==> src/rtl/dcache_pkg.sv <==
// Shared dcache definitions: opcode codes, ROB tag type, default I/O port address.
// Also small opcode decode helpers (access length, store flag) used at request accept.
// No ports; imported by dcache_if and dcache.
package dcache_pkg;

  localparam int ROB_W = 4;
  typedef logic [ROB_W-1:0] robid_t;

  // Memory-mapped UART data port; stores here are throttled by io_buffer_full.
  localparam logic [31:0] IO_ADDR_DEF = 32'h0003_0000;

  localparam logic [5:0] OP_LB  = 6'd1;
  localparam logic [5:0] OP_LH  = 6'd2;
  localparam logic [5:0] OP_LW  = 6'd3;
  localparam logic [5:0] OP_LBU = 6'd4;
  localparam logic [5:0] OP_LHU = 6'd5;
  localparam logic [5:0] OP_SB  = 6'd6;
  localparam logic [5:0] OP_SH  = 6'd7;
  localparam logic [5:0] OP_SW  = 6'd8;

  function automatic logic op_is_store(input logic [5:0] op);
    return (op == OP_SB) || (op == OP_SH) || (op == OP_SW);
  endfunction

  // Number of byte transactions for an access.
  function automatic logic [2:0] op_len(input logic [5:0] op);
    case (op)
      OP_LB, OP_LBU, OP_SB: return 3'd1;
      OP_LH, OP_LHU, OP_SH: return 3'd2;
      default:              return 3'd4;
    endcase
  endfunction

endpackage

==> src/rtl/dcache_if.sv <==
// dcache bus bundle: LSB request/ack, CDBD load broadcast, byte-wide RAM arbiter port.
// master = the dcache side (drives ack, broadcast and bus request); slave = LSB/CDB/arbiter side.
// Signals keep their system-level names so waveforms line up with the rest of the core.
interface dcache_if;
  import dcache_pkg::*;

  logic        LSB_sgn;
  logic [31:0] LSB_addr;
  logic [31:0] LSB_val;
  logic [5:0]  LSB_opcode;
  robid_t      LSB_ROB_name;
  logic        LSB_done;

  logic        CDBD_sgn;
  logic [31:0] CDBD_result;
  robid_t      CDBD_ROB_name;

  logic        MEM_req;
  logic        MEM_gnt;
  logic [31:0] mem_a;
  logic        mem_wr;
  logic [7:0]  mem_dout;
  logic [7:0]  mem_din;

  modport master (
    input  LSB_sgn, LSB_addr, LSB_val, LSB_opcode, LSB_ROB_name, MEM_gnt, mem_din,
    output LSB_done, CDBD_sgn, CDBD_result, CDBD_ROB_name, MEM_req, mem_a, mem_wr, mem_dout
  );

  modport slave (
    output LSB_sgn, LSB_addr, LSB_val, LSB_opcode, LSB_ROB_name, MEM_gnt, mem_din,
    input  LSB_done, CDBD_sgn, CDBD_result, CDBD_ROB_name, MEM_req, mem_a, mem_wr, mem_dout
  );

endinterface

==> src/rtl/dcache.sv <==
// Memory-access unit: runs one LSB load/store as 1/2/4 little-endian byte bus transactions.
// Ports: clk, rst (sync, active high), rdy (global enable), io_buffer_full, jp_wrong, bus (dcache_if.master).
// Latency with continuous grant: LW 6, LB 3, SW 5, SB 2 cycles after accept; each gnt-low/IO-stall cycle adds one.
module dcache
  import dcache_pkg::*;
#(
  parameter logic [31:0] IO_ADDR = IO_ADDR_DEF
) (
  input  logic     clk,
  input  logic     rst,
  input  logic     rdy,
  input  logic     io_buffer_full,
  input  logic     jp_wrong,
  dcache_if.master bus
);

  typedef enum logic [2:0] {S_IDLE, S_REQ, S_XFER, S_TAIL, S_DONE} state_t;

  state_t          state_q, state_n;
  logic [31:0]     addr_q;
  logic [31:0]     val_q;
  logic [5:0]      op_q;
  robid_t          tag_q;
  logic [2:0]      len_q;
  logic [2:0]      cnt_q;
  logic            store_q;
  logic            pend_q;      // a read address went out last cycle
  logic [1:0]      pend_idx_q;  // which byte that read returns
  logic [3:0][7:0] rbuf_q;

  logic [31:0] byte_a;
  logic        in_bus;
  logic        io_stall;
  logic        abort;
  logic        issue;
  logic        last;
  logic        fire;

  function automatic logic [31:0] load_ext(input logic [5:0] op, input logic [31:0] raw);
    case (op)
      OP_LB:   return {{24{raw[7]}}, raw[7:0]};
      OP_LH:   return {{16{raw[15]}}, raw[15:0]};
      OP_LBU:  return {24'd0, raw[7:0]};
      OP_LHU:  return {16'd0, raw[15:0]};
      default: return raw;
    endcase
  endfunction

  assign byte_a   = addr_q + {29'd0, cnt_q};
  assign in_bus   = (state_q == S_REQ) || (state_q == S_XFER);
  assign io_stall = store_q && (byte_a == IO_ADDR) && io_buffer_full;
  // Stores are already committed by the ROB, so only loads are squashed.
  assign abort    = !store_q && jp_wrong && (in_bus || (state_q == S_TAIL));
  assign issue    = rdy && in_bus && bus.MEM_gnt && !io_stall && !abort;
  assign last     = (cnt_q == len_q - 3'd1);
  assign fire     = rdy && (state_q == S_DONE) && !(jp_wrong && !store_q);

  // State register
  always_ff @(posedge clk) begin
    if (rst) begin
      state_q <= S_IDLE;
    end else if (rdy) begin
      state_q <= state_n;
    end
  end

  // Next-state logic. Byte 0 issues in REQ itself, so a one-byte access
  // leaves REQ straight for TAIL (load) or DONE (store).
  always_comb begin
    state_n = state_q;
    case (state_q)
      S_IDLE: if (bus.LSB_sgn) state_n = S_REQ;
      S_REQ, S_XFER: begin
        if (abort)                state_n = S_IDLE;
        else if (issue && last)   state_n = store_q ? S_DONE : S_TAIL;
        else if (bus.MEM_gnt)     state_n = S_XFER;
      end
      S_TAIL:  state_n = abort ? S_IDLE : S_DONE;
      S_DONE:  state_n = S_IDLE;
      default: state_n = S_IDLE;
    endcase
  end

  // Outputs: bus fields are zero unless a byte is actually issued this cycle.
  always_comb begin
    bus.MEM_req       = in_bus;
    bus.mem_wr        = issue && store_q;
    bus.mem_a         = issue ? byte_a : 32'd0;
    bus.mem_dout      = (issue && store_q) ? val_q[{cnt_q[1:0], 3'b000} +: 8] : 8'd0;
    bus.LSB_done      = fire;
    bus.CDBD_sgn      = fire && !store_q;
    bus.CDBD_result   = (fire && !store_q) ? load_ext(op_q, rbuf_q) : 32'd0;
    bus.CDBD_ROB_name = (fire && !store_q) ? tag_q : '0;
  end

  // Request latch, byte counter and read-return capture.
  always_ff @(posedge clk) begin
    if (rst) begin
      addr_q     <= '0;
      val_q      <= '0;
      op_q       <= '0;
      tag_q      <= '0;
      len_q      <= '0;
      cnt_q      <= '0;
      store_q    <= 1'b0;
      pend_q     <= 1'b0;
      pend_idx_q <= '0;
      rbuf_q     <= '0;
    end else if (rdy) begin
      if ((state_q == S_IDLE) && bus.LSB_sgn) begin
        addr_q  <= bus.LSB_addr;
        val_q   <= bus.LSB_val;
        op_q    <= bus.LSB_opcode;
        tag_q   <= bus.LSB_ROB_name;
        len_q   <= op_len(bus.LSB_opcode);
        store_q <= op_is_store(bus.LSB_opcode);
        cnt_q   <= '0;
      end else if (issue) begin
        cnt_q <= cnt_q + 3'd1;
      end
      // mem_din answers the address of the previous cycle; only real
      // read issues are tracked so gnt gaps never capture stale data.
      pend_q     <= issue && !store_q;
      pend_idx_q <= cnt_q[1:0];
      if (pend_q) rbuf_q[pend_idx_q] <= bus.mem_din;
    end
  end

endmodule

==> src/flat_wrapper.sv <==
// flat-port wrapper written by rule: the top's interface ports become plain ports
module dcache_flat import dcache_pkg::*;
#(
  parameter logic [31:0] IO_ADDR = IO_ADDR_DEF
)
  (clk, rst, rdy, io_buffer_full, jp_wrong, bus_LSB_sgn, bus_LSB_addr, bus_LSB_val, bus_LSB_opcode, bus_LSB_ROB_name, bus_MEM_gnt, bus_mem_din, bus_LSB_done, bus_CDBD_sgn, bus_CDBD_result, bus_CDBD_ROB_name, bus_MEM_req, bus_mem_a, bus_mem_wr, bus_mem_dout);
  dcache_if bus_i ();
  input  logic clk;
  input  logic rst;
  input  logic rdy;
  input  logic io_buffer_full;
  input  logic jp_wrong;
  input wire logic [$bits(bus_i.LSB_sgn)-1:0] bus_LSB_sgn;
  input wire logic [$bits(bus_i.LSB_addr)-1:0] bus_LSB_addr;
  input wire logic [$bits(bus_i.LSB_val)-1:0] bus_LSB_val;
  input wire logic [$bits(bus_i.LSB_opcode)-1:0] bus_LSB_opcode;
  input wire logic [$bits(bus_i.LSB_ROB_name)-1:0] bus_LSB_ROB_name;
  input wire logic [$bits(bus_i.MEM_gnt)-1:0] bus_MEM_gnt;
  input wire logic [$bits(bus_i.mem_din)-1:0] bus_mem_din;
  output wire logic [$bits(bus_i.LSB_done)-1:0] bus_LSB_done;
  output wire logic [$bits(bus_i.CDBD_sgn)-1:0] bus_CDBD_sgn;
  output wire logic [$bits(bus_i.CDBD_result)-1:0] bus_CDBD_result;
  output wire logic [$bits(bus_i.CDBD_ROB_name)-1:0] bus_CDBD_ROB_name;
  output wire logic [$bits(bus_i.MEM_req)-1:0] bus_MEM_req;
  output wire logic [$bits(bus_i.mem_a)-1:0] bus_mem_a;
  output wire logic [$bits(bus_i.mem_wr)-1:0] bus_mem_wr;
  output wire logic [$bits(bus_i.mem_dout)-1:0] bus_mem_dout;
  assign bus_i.LSB_sgn = bus_LSB_sgn;
  assign bus_i.LSB_addr = bus_LSB_addr;
  assign bus_i.LSB_val = bus_LSB_val;
  assign bus_i.LSB_opcode = bus_LSB_opcode;
  assign bus_i.LSB_ROB_name = bus_LSB_ROB_name;
  assign bus_i.MEM_gnt = bus_MEM_gnt;
  assign bus_i.mem_din = bus_mem_din;
  assign bus_LSB_done = bus_i.LSB_done;
  assign bus_CDBD_sgn = bus_i.CDBD_sgn;
  assign bus_CDBD_result = bus_i.CDBD_result;
  assign bus_CDBD_ROB_name = bus_i.CDBD_ROB_name;
  assign bus_MEM_req = bus_i.MEM_req;
  assign bus_mem_a = bus_i.mem_a;
  assign bus_mem_wr = bus_i.mem_wr;
  assign bus_mem_dout = bus_i.mem_dout;
  dcache #(.IO_ADDR(IO_ADDR)) u_core (.clk(clk), .rst(rst), .rdy(rdy), .io_buffer_full(io_buffer_full), .jp_wrong(jp_wrong), .bus(bus_i));
endmodule
==> config.mk <==
export PLATFORM = sky130hd
export DESIGN_NAME = dcache_flat
export DESIGN_NICKNAME = d
export VERILOG_FILES = /design/src/rtl/dcache_pkg.sv /design/src/rtl/dcache_if.sv /design/src/rtl/dcache.sv /design/src/flat_wrapper.sv
export SDC_FILE = /design/constraint.sdc
export NUM_CORES = 1
export LEC_CHECK = 0
export CORE_UTILIZATION = 50
export CTS_CLUSTER_SIZE = 28
export DETAILED_ROUTE_END_ITERATION = 16
export MAX_ROUTING_LAYER = met4
export PLACE_DENSITY_LB_ADDON = 0.1
export SYNTH_ARGS = -nofsm -noshare
export SYNTH_HDL_FRONTEND = slang
export SYNTH_SLANG_ARGS = --single-unit
==> constraint.sdc <==
create_clock -name clk -period 9.98 [get_ports clk]
set_input_delay 1.497 -clock clk [delete_from_list [all_inputs] [get_ports clk]]
set_output_delay 1.497 -clock clk [all_outputs]
set_load 0.05 [all_outputs]
==> out/results.ini, run 1 <==
[run_status]
status = completed

[timing]
rsz0062_at_grt = false
hold_viol = 0
min_period_over_period_pct = 67.6
slew_headroom_pct = 27.9
period_minus_slack_ns = 6.75
fin_ws_ns = 3.23
worst_slew_pin_slew_ns = 1.08
fin_tns_setup_ns = 0
setup_viol = 0
maxSlewViolCount = 0
clock_skew_ns = 0.00996
max_freq_mhz = 148

[power]
p_clk_share_pct = 50.5
p_int_mw = 0.990
total_power_mw = 1.28
ir_drop_mv = 0.128
power_frac_comb_pct = 9.6
p_sw_mw = 0.291
p_leak_nw = 2.98
power.density_mw_per_mm2 = 147
pwr-share-seq_pct = 40.0
sw_frac_of_total_pct = 22.7

[worst_setup_path]
worst-path-buf-inv = 1
crit_family = simple AND/OR/NAND/NOR gates
cpMostUsedCell = nor2_1
critPathArrivalTime_ns = 5.25
slowest_delay_ns = 0.85
rr_startpoint = u_core.cnt_q[0]
end_kind = primary output
worstSetupPathType = flop to primary output
worst-endpoint-required_ns = 8.48
critPathSlowestCell = dfxtp_1
startpoint_type = flop
r2r_slack_ns = 5.92
path_cells = ha_1 > fa_1 > a21oi_1 > nor2_1 > nand4_1 > a211o_1 > o2111ai_1 > nor3_1 > nor2_1 > and3_1 > clkdlybuf4s50_1
worstPathMaxFanout = 14
crit_path_start = u_core.cnt_q[0]

[route]
antenna_left = 0
topRoutingLayerUsed = met4
dr.pass1.iters = 7
wl_per_cell_um = 14.9
via_per_inst = 5.39
wl_met1_um = 8070
via_count = 6394
drc = 0
wl_met3_um = 901
drtIter0Drc = 558
wl_met2_um = 8430
routed_wl_um = 17700

[global_route]
grtUsageTotal_pct = 28.3
antenna_found_initial = 0
grt.overflow.total = 0
grt_max_degree = 98
grt_first_pass_wirelength_um = 28300
first_global_vias = 5806

[finish]
layout-drive-gt1-share_pct = 5.71
fillers = 1122
nNetsFinal = 1097
regArea_mm2 = 0.00238
n_antenna_cell = 0
areaGrowthSynthToFinish_pct = 35.3
fin_area_mm2 = 0.00872
multiInputGateArea_mm2 = 0.00373

[synthesis]
ys_warn_count = 0
synth_edf_count = 0
synth_cell_types = 54
syn-cell-area_mm2 = 0.00645
postSynthCellCount = 878
synth.ff_latch_count = 119
postSynthAreaPerCell_um2 = 7.34
synth_ff_type = dfxtp_1
synthArstFlopShare_pct = 0
ys_seq_area_share_pct = 36.9
synth_nets = 973

[clock_network]
hold_buffers = 0
htreeDepth = 4
postCtsSetupBuffers = 0
cts.clk_slew.worst_paths_ns = 0.05
tritoncts = done
cts_buffer_depth = 2
cts_resized = 0
numCtsBuffers = 17
clockRootBuffer = clkbuf_16
cts.sinks = 119
clk_latency_ns = 0.42

[floorplan]
io_pins = 169
die_area_mm2 = 0.0134
start_util_pct = 51.1
rows = 41
die_x_um = 116
core-area_mm2 = 0.0126
dieHeight_um = 116

[place]
place_ws_ns = 3.67
place_hpwl_um = 12500
port-buffer-count = 168
gp_congestion = 0.958
place_area_mm2 = 0.00809

[hold_path]
worst_hold_path_type = flop to flop
hold_start = u_core.tag_q[1]

[run]
maxCapViolations = 0

==> worst paths after layout <==
kind,to,cells past startpoint
setup / recovery,bus_mem_dout[7],11
hold / removal,u_core.tag_q[1],2
setup reg to reg,u_core.cnt_q[1],10
hold reg to reg,u_core.tag_q[1],2
==> Yosys cell counts, types with 9 or more instances <==
cell	count	area share [%]
o21a_1	20	2.3
nand2_1	251	15
nor2_1	57	3.3
and3_1	17	1.6
clkbuf_1	48	2.8
inv_1	14	0.82
and2_1	15	1.5
nor3_1	14	1.1
dfxtp_1	119	37
xor2_1	14	1.9
nand4_1	15	1.5
xnor2_1	25	3.4
nand3_1	14	1.1
o21ai_0	9	0.70
a21oi_1	129	10
==> area by class of cell <==
class,instances,area share (%)
sequential,119,27.3
tap,172,2.47
timing repair buffer,173,19.7
multi-input combinational,677,42.7
clock inverter,7,1.62
inverter,14,0.603
clock buffer,25,5.57
==> power groups by stage <==
stage | Sequential, mW | Clock, mW | Combinational (mW)
after global placement | 0.521 | 0 | 0.122
after detailed placement | 0.521 | 0 | 0.122
after floorplan | 0.508 | 0 | 0.0802
final | 0.512 | 0.647 | 0.123
after global routing | 0.514 | 0.678 | 0.135
after CTS | 0.512 | 0.655 | 0.123
==> metal layers <==
| layer | vias to the layer above | global-route usage, % |
|---|---|---|
| li1 | 3223 | - |
| met4 | 0 | 10.7 |
| met2 | 196 | 43.8 |
| met1 | 2947 | 36.2 |
| met3 | 28 | 5.96 |
| met5 | - | - |
==> stage by stage <==
| step | std cells | hold WS, ns | utilization [%] |
|---|---|---|---|
| finish | 1187 | 0.448 | 69.1 |
| global placement | 1155 | 0.437 | 64.1 |
| detailed placement | 1155 | 0.442 | 64.1 |
| CTS | 1187 | 0.450 | 69.1 |
| global route | 1187 | 0.460 | 69.1 |
| floorplan | 878 | 0.432 | - |
==> placed cells by master (no fill, tap or decap), types with 8 or more instances in the layout <==
cell type and n:
xor2_1 14, nand3_1 14, dfxtp_1 119, clkdlybuf4s50_1 167, nand2_1 251, mux4_2 8, a21oi_1 129, clkbuf_16 17
and2_1 15, nor3_1 14, o21a_1 20, o21ai_0 9, inv_1 14, nor2_1 57, nand4_1 15, and3_1 17
xnor2_1 25
==> kinds of logic (layout without fill, tap and decap cells) <==
logic type      count (synthesis)  count (layout)  share of synthesized area (%)
mux                            15              15                           3.88
flops                         119             119                           36.9
buf+inv                        82             219                           5.26
xor+xnor                       39              39                           5.30
compound gates                187             187                           16.6
fa+ha+maj                       6               6                           1.28
simple gates                  430             430                           30.8
==> registers in the layout, summed over array words and instances (netlist names) <==
signal,count
u_core.op_q,6
u_core.store_q,1
u_core.pend_q,1
u_core.state_q,3
u_core.rbuf_q,32
u_core.tag_q,4
u_core.addr_q,32
u_core.pend_idx_q,2
u_core.val_q,32
u_core.cnt_q,3
u_core.len_q,3
==> worst register-to-register path: stages, from the launching register on <==
cell,delay [ns]
dfxtp_1,0.85
ha_1,0.33
fa_1,0.26
a21oi_1,0.12
nor2_1,0.48
nand4_1,0.38
a211o_1,0.35
o2111ai_1,0.23
nor3_1,0.13
nor2_1,0.61
mux2i_1,0.25
(Power assumes the default switching activity.)
==> run 2, diff against run 1 <==
--- a/config.mk
+++ b/config.mk
@@ -5,7 +5,7 @@
 export SDC_FILE = /design/constraint.sdc
 export NUM_CORES = 1
 export LEC_CHECK = 0
-export CORE_UTILIZATION = 50
+export CORE_UTILIZATION = 49
 export CTS_CLUSTER_SIZE = 28
 export DETAILED_ROUTE_END_ITERATION = 16
 export MAX_ROUTING_LAYER = met4
==> constraint.sdc (replaced) <==
create_clock -name clk -period 6.7 [get_ports clk]
set_input_delay 1.005 -clock clk [delete_from_list [all_inputs] [get_ports clk]]
set_output_delay 1.005 -clock clk [all_outputs]
set_load 0.05 [all_outputs]
==> run 2 against run 1 <==
Effect of this change: sequential power increased by 49%; combinational power increased by 49%; core utilization decreased by 0.28 points; first-iteration DRC count decreased by 9.5%; count of clock-buffer cells in the layout decreased by 5; setup slack got worse by 2.5 ns.
==> out/results.ini, run 2 (same netlist as run 1, synthesis figures left out) <==
[floorplan]
io_pins = 169  ; unchanged
dieHeight_um = 117  ; +1.0%
rows = 41  ; unchanged
die_area_mm2 = 0.0136  ; +2.0%
start_util_pct = 50.7  ; -0.41 points
core-area_mm2 = 0.0127  ; +0.81%
die_x_um = 117  ; +1.0%

[timing]
worst_slew_pin_slew_ns = 1.31  ; +0.223 ns
setup_viol = 0  ; unchanged
period_minus_slack_ns = 5.94
min_period_over_period_pct = 88.6
clock_skew_ns = 0.00520  ; -0.00477 ns
maxSlewViolCount = 0  ; unchanged
fin_tns_setup_ns = 0  ; unchanged
holdWs_ns = 0.448  ; -0.000549 ns
hold_viol = 0  ; unchanged
fin_ws_ns = 0.763  ; -2.47 ns
slew_headroom_pct = 13.0  ; -15 points
rsz0062_at_grt = false
max_freq_mhz = 168

[clock_network]
cts.clk_slew.worst_paths_ns = 0.05  ; about the same
htreeDepth = 4  ; unchanged
cts_resized = 0  ; unchanged
tritoncts = done
numCtsBuffers = 17  ; unchanged
cts.sinks = 119  ; unchanged
clockRootBuffer = clkbuf_16
postCtsSetupBuffers = 0  ; unchanged
cts_buffer_depth = 2  ; unchanged
clk_latency_ns = 0.41  ; about the same
hold_buffers = 0  ; unchanged

[place]
place_hpwl_um = 12500  ; -0.29%
gp_congestion = 0.910  ; -4.9%
place_ws_ns = 1.21  ; -2.46 ns
port-buffer-count = 168  ; unchanged

[route]
dr.pass1.iters = 5  ; -2
via_per_inst = 5.46  ; +1.3%
drc = 0  ; unchanged
wl_per_cell_um = 15.2  ; +2.0%
drtIter0Drc = 505  ; -9.5%
antenna_left = 0  ; unchanged
routed_wl_um = 18100  ; +1.9%
via_count = 6474  ; +1.3%

[global_route]
first_global_vias = 5802  ; -0.069%
grt_first_pass_wirelength_um = 28400  ; about the same
antenna_found_initial = 0  ; unchanged
grt_util_met2_pct = 45.4  ; +1.7 points
grtUsageTotal_pct = 27.7  ; -0.63 points
grt.overflow.total = 0  ; unchanged
top_usage_layer = met2
grtUsageMet3_pct = 5.71  ; -0.25 points
grt_use_met1_pct = 33.8  ; -2.5 points
grt_max_degree = 81  ; -17%

[power]
p_int_mw = 1.51  ; +53%
power.density_mw_per_mm2 = 224  ; +53%
p_clk_share_pct = 51.8  ; +1.3 points
ir_drop_mv = 0.193  ; +51%
pwr-share-seq_pct = 38.9  ; -1.1 points
p_leak_nw = 2.99  ; +0.47%
power_frac_comb_pct = 9.3  ; -0.3 points
sw_frac_of_total_pct = 23.0  ; +0.30 points
p_sw_mw = 0.452  ; +55%

[run_status]
status = completed

[worst_setup_path]
r2r_cells = 9  ; -1
timing.rr.end = u_core.cnt_q[0]
critPathArrivalTime_ns = 4.93  ; -0.32 ns
worstSetupPathType = flop to primary output
rr_startpoint = u_core.cnt_q[1]
r2r_slack_ns = 2.92  ; -3.00 ns
worst-endpoint-required_ns = 5.69  ; -2.79 ns
end_kind = primary output
worstPathMaxFanout = 14  ; unchanged
startpoint_type = flop

[run]
maxCapViolations = 0  ; unchanged

[finish]
final_common_cell = nand2_1
areaGrowthSynthToFinish_pct = 35.8
layout_common_cells = nand2_1, clkdlybuf4s50_1, a21oi_1
layout-drive-gt1-share_pct = 6.11  ; +0.40 points
n_antenna_cell = 0  ; unchanged
top_regs = u_core.addr_q (32), u_core.rbuf_q (32), u_core.val_q (32)
nNetsFinal = 1097  ; unchanged

[hold_path]
min_to = u_core.rbuf_q[1]
worst_hold_path_type = flop to flop
hold_start = u_core.rbuf_q[1]
hold_depth = 2  ; unchanged

## run 2: cell types whose count changed in the layout (fill, tap and decap cells not counted)
cell        before  now
clkbuf_1         5    0
clkinvlp_4       1    3
bufinv_16        4    5
inv_6            0    1
## run 2: layout make-up
type,instances,area (um^2)
flip-flops and latches,119,2380
fillers,1099,3970
inverters,14,52.6
multi-input cells,677,3730
repair buffers,173,1720
clock inverters,11,195
clock buffers,20,467
well taps,172,215
## run 2: power by group through the flow
stage / Combinational, mW / Sequential, mW / Clock, mW
2_1_floorplan: 0.119 / 0.757 / 0
3_3_place_gp: 0.181 / 0.776 / 0
3_5_place_dp: 0.183 / 0.777 / 0
4_1_cts: 0.185 / 0.762 / 1.02
5_1_grt: 0.202 / 0.766 / 1.06
6_report: 0.183 / 0.763 / 1.02
## run 2: how the worst max path moves through the flow
stage,start,endpoint
floorplan,u_core.cnt_q[0],bus_mem_a[3]
global placement,rdy,bus_CDBD_result[21]
detailed placement,rdy,bus_CDBD_result[29]
CTS,u_core.cnt_q[1],bus_mem_dout[7]
global route,u_core.cnt_q[1],bus_mem_dout[7]
finish,u_core.cnt_q[1],bus_mem_dout[7]
## run 2: worst max-delay path: stages, from the launching register on
cell and delay [ns]:
dfxtp_1 0.78, fa_1 0.37, a21oi_1 0.10, nor2_1 0.48, nand4_1 0.38, a211o_1 0.35, o2111ai_1 0.23, nor3_1 0.12
nor2_1 0.59, and3_1 0.31, clkdlybuf4s50_1 0.81
## run 2: routing by layer
metal | wire [um] | share of wire (%)
met5 | 0 | 0
met4 | 389 | 2.2
met3 | 1030 | 5.7
met2 | 8850 | 49
met1 | 7790 | 43
## run 2: metrics by stage
| step | std cells | area [um^2] | total power [mW] | utilization [%] |
|---|---|---|---|---|
| 2_1_floorplan | 878 | 6450 | 0.877 | - |
| 3_3_place_gp | 1155 | 8090 | 0.957 | 63.6 |
| 3_5_place_dp | 1155 | 8090 | 0.959 | 63.6 |
| 4_1_cts | 1186 | 8760 | 1.97 | 68.8 |
| 5_1_grt | 1186 | 8760 | 2.03 | 68.8 |
| 6_report | 1186 | 8760 | 1.96 | 68.8 |
==> run 3, diff against run 2 <==
--- a/config.mk
+++ b/config.mk
@@ -5,7 +5,9 @@
 export SDC_FILE = /design/constraint.sdc
 export NUM_CORES = 1
 export LEC_CHECK = 0
+export ABC_AREA = 1
 export CORE_UTILIZATION = 49
+export CTS_CLUSTER_DIAMETER = 30
 export CTS_CLUSTER_SIZE = 28
 export DETAILED_ROUTE_END_ITERATION = 16
 export MAX_ROUTING_LAYER = met4
==> run 3 against run 2 <==
Effect of this change: power is 7.1% lower; highest routed layer unchanged; flip-flop and latch count is the same; largest cell class unchanged; worst hold slack better by 0.0097 ns.
==> out/results.ini, run 3 <==
[run_status]
status = completed

[run]
maxCapViolations = 0  ; unchanged

[synthesis]
synth_common_cells = nand2_1, nor2_1, dfxtp_1
synth-compound-area-share_pct = 17.5  ; +0.90 points
yosys.area.top_type_share_pct = 37.5  ; +0.55 points
synth_largest_area_cell = dfxtp_1
synth_top_family_by_area = simple AND/OR/NAND/NOR gates
synth.most_common_cell = nand2_1
ys_seq_area_share_pct = 37.5  ; +0.55 points
synthArstFlopShare_pct = 0  ; unchanged
netlist_top_cells_area = dfxtp_1, nand2_1, nor2_1
synth_edf_count = 0  ; unchanged
synth_cell_types = 38  ; -30%
synth-simple-area-share_pct = 33.4  ; +2.7 points
muxShareOfSynthArea_pct = 0  ; -3.9 points
ys_warn_count = 0  ; unchanged
synth_xor_area_share_pct = 1.24  ; -4.1 points
postSynthAreaPerCell_um2 = 6.37  ; -13%
synth_nets = 1092  ; +12%
syn-cell-area_mm2 = 0.00635  ; -1.5%
synth_adder_area_share_pct = 1.30  ; +0.019 points
synth.ff_latch_count = 119  ; unchanged
postSynthCellCount = 997  ; +14%
synth_ff_type = dfxtp_1

[clock_network]
hold_buffers = 0  ; unchanged
cts_resized = 0  ; unchanged
clk_latency_ns = 0.41  ; about the same
postCtsSetupBuffers = 0  ; unchanged
cts_buffer_depth = 2  ; unchanged
cts.sinks = 119  ; unchanged
tritoncts = done
clockRootBuffer = clkbuf_16
cts.clk_slew.worst_paths_ns = 0.06  ; about the same
htreeDepth = 4  ; unchanged
numCtsBuffers = 17  ; unchanged

[floorplan]
die_x_um = 116  ; -0.73%
core-area_mm2 = 0.0126  ; -0.81%
io_pins = 169  ; unchanged
die_area_mm2 = 0.0134  ; -1.5%
start_util_pct = 50.3  ; -0.34 points
rows = 41  ; unchanged
dieHeight_um = 116  ; -0.73%

[global_route]
grt.overflow.total = 0  ; unchanged
grt_first_pass_wirelength_um = 31700  ; +12%
grtUsageTotal_pct = 31.5  ; +3.9 points
grt_max_degree = 79  ; -2.5%
first_global_vias = 6487  ; +12%
grtUsageMet3_pct = 6.69  ; +0.99 points
grt_util_met2_pct = 49.5  ; +4.0 points
grt_use_met1_pct = 39.4  ; +5.7 points
top_usage_layer = met2
antenna_found_initial = 0  ; unchanged

[timing]
maxSlewViolCount = 0  ; unchanged
holdWs_ns = 0.457  ; +0.00974 ns
clock_skew_ns = 0.00534  ; +0.000140 ns
setup_viol = 0  ; unchanged
max_freq_mhz = 185  ; +9.6%
fin_tns_setup_ns = 0  ; unchanged
hold_viol = 0  ; unchanged
period_minus_slack_ns = 5.42  ; -0.519 ns
rsz0062_at_grt = false
min_period_over_period_pct = 80.9  ; -7.7 points
worst_slew_pin_slew_ns = 1.10  ; -0.204 ns
slew_headroom_pct = 26.1  ; +13 points

[route]
drc = 0  ; unchanged
via_per_inst = 5.35  ; -1.9%
drtIter0Drc = 573  ; +13%
antenna_left = 0  ; unchanged
routed_wl_um = 20400  ; +13%
dr.pass1.iters = 5  ; unchanged
via_count = 7136  ; +10%
wl_per_cell_um = 15.3  ; +0.60%

[worst_setup_path]
worstPathMaxFanout = 34  ; +20
end_kind = primary output
startpoint_type = flop
critPathArrivalTime_ns = 4.41  ; -0.52 ns
worstSetupPathType = flop to primary output
worst-endpoint-required_ns = 5.69  ; about the same

[finish]
areaGrowthSynthToFinish_pct = 36.8
layout_common_cells = nand2_1, nor2_1, clkdlybuf4s50_1
n_antenna_cell = 0  ; unchanged
nNetsFinal = 1243  ; +13%
final_common_cell = nand2_1
top_regs = u_core.addr_q (32), u_core.rbuf_q (32), u_core.val_q (32)
layout-drive-gt1-share_pct = 5.94  ; -0.17 points

[power]
p_leak_nw = 3.20  ; +7.0%
power.density_mw_per_mm2 = 210  ; -6.3%
ir_drop_mv = 0.164  ; -15%

[hold_path]
worst_hold_path_type = flop to flop

[place]
port-buffer-count = 168  ; unchanged
gp_congestion = 1.04  ; +14%
place_hpwl_um = 14200  ; +14%

==> run 3: cell count changes after synthesis, sizes merged, moves of 17 or more <==
cell and delta:
a21oi -40, and3 -17, inv +92, nand2 -25
nand3 +59, nor2 +129, o21a -20, o21ai +86
xnor2 -21
==> run 3: cell type report <==
cell class | instances | area, um^2
repair buffers | 172 | 1710
multi-input cells | 729 | 3400
well taps | 172 | 215
clock inverters | 10 | 96.3
flip-flops and latches | 119 | 2380
fillers | 1193 | 3930
inverters | 109 | 413
clock buffers | 22 | 464
==> run 3: final timing paths <==
| path | from | endpoint | slack (ns) | cells after the start |
|---|---|---|---|---|
| worst max-delay path | u_core.cnt_q[0] | bus_mem_dout[3] | 1.28 | 19 |
| worst min-delay path | u_core.rbuf_q[6] | u_core.rbuf_q[6] | 0.46 | 2 |
| worst max register to register | u_core.cnt_q[0] | u_core.cnt_q[0] | 3.34 | 17 |
| worst min register to register | u_core.rbuf_q[6] | u_core.rbuf_q[6] | 0.46 | 2 |
==> run 3: through the flow <==
| stage | setup WS, ns | instance area [um^2] | instances | util, % | power [mW] |
|---|---|---|---|---|---|
| global route | 0.952 | 8690 | 1333 | 68.8 | 1.89 |
| CTS | 1.32 | 8690 | 1333 | 68.8 | 1.83 |
| global placement | 1.66 | 8130 | 1301 | 64.4 | 0.968 |
| floorplan | 2.05 | 6350 | 997 | - | 0.875 |
| detailed placement | 1.57 | 8130 | 1301 | 64.4 | 0.969 |
| finish | 1.28 | 8690 | 1333 | 68.8 | 1.82 |
==> run 3: worst max-delay path, cell delays in order (launching register included) <==
cell and delay (ns):
dfxtp_1 0.63, ha_1 0.34, fa_1 0.26, nand2_1 0.10, nand2_1 0.08, nand2_1 0.09, nor2_2 0.21, nand2_1 0.15
nor2_1 0.11, nand2_1 0.05, nand2_1 0.06, inv_1 0.05, nand2_1 0.07, nor2_1 0.06, nand3_2 0.14, nand2_4 0.26
nor2_4 0.24, inv_4 0.09, a211oi_2 0.16, clkdlybuf4s50_1 0.83
==> run 3: routing by layer <==
metal	wire length, um	vias to the layer above
met5	0	-
met1	8840	3240
li1	-	3525
met4	558	0
met3	1500	45
met2	9520	326
==> run 3: power by group <==
part / switching, mW / total (mW) / internal, mW
sequential: 0.0219 / 0.758 / 0.736
clock: 0.335 / 0.866 / 0.531
combinational: 0.116 / 0.201 / 0.0849
==> run 3: cells by family (layout without fill, tap and decap cells) <==
kind of cell / after synthesis / after routing
buffers and inverters: 149 / 313
and+or+nand+nor: 511 / 511
DFF: 119 / 119
adders and majority gates: 6 / 6
xor gates and xnor gates: 9 / 9
AOI/OAI and AO/OA: 203 / 203
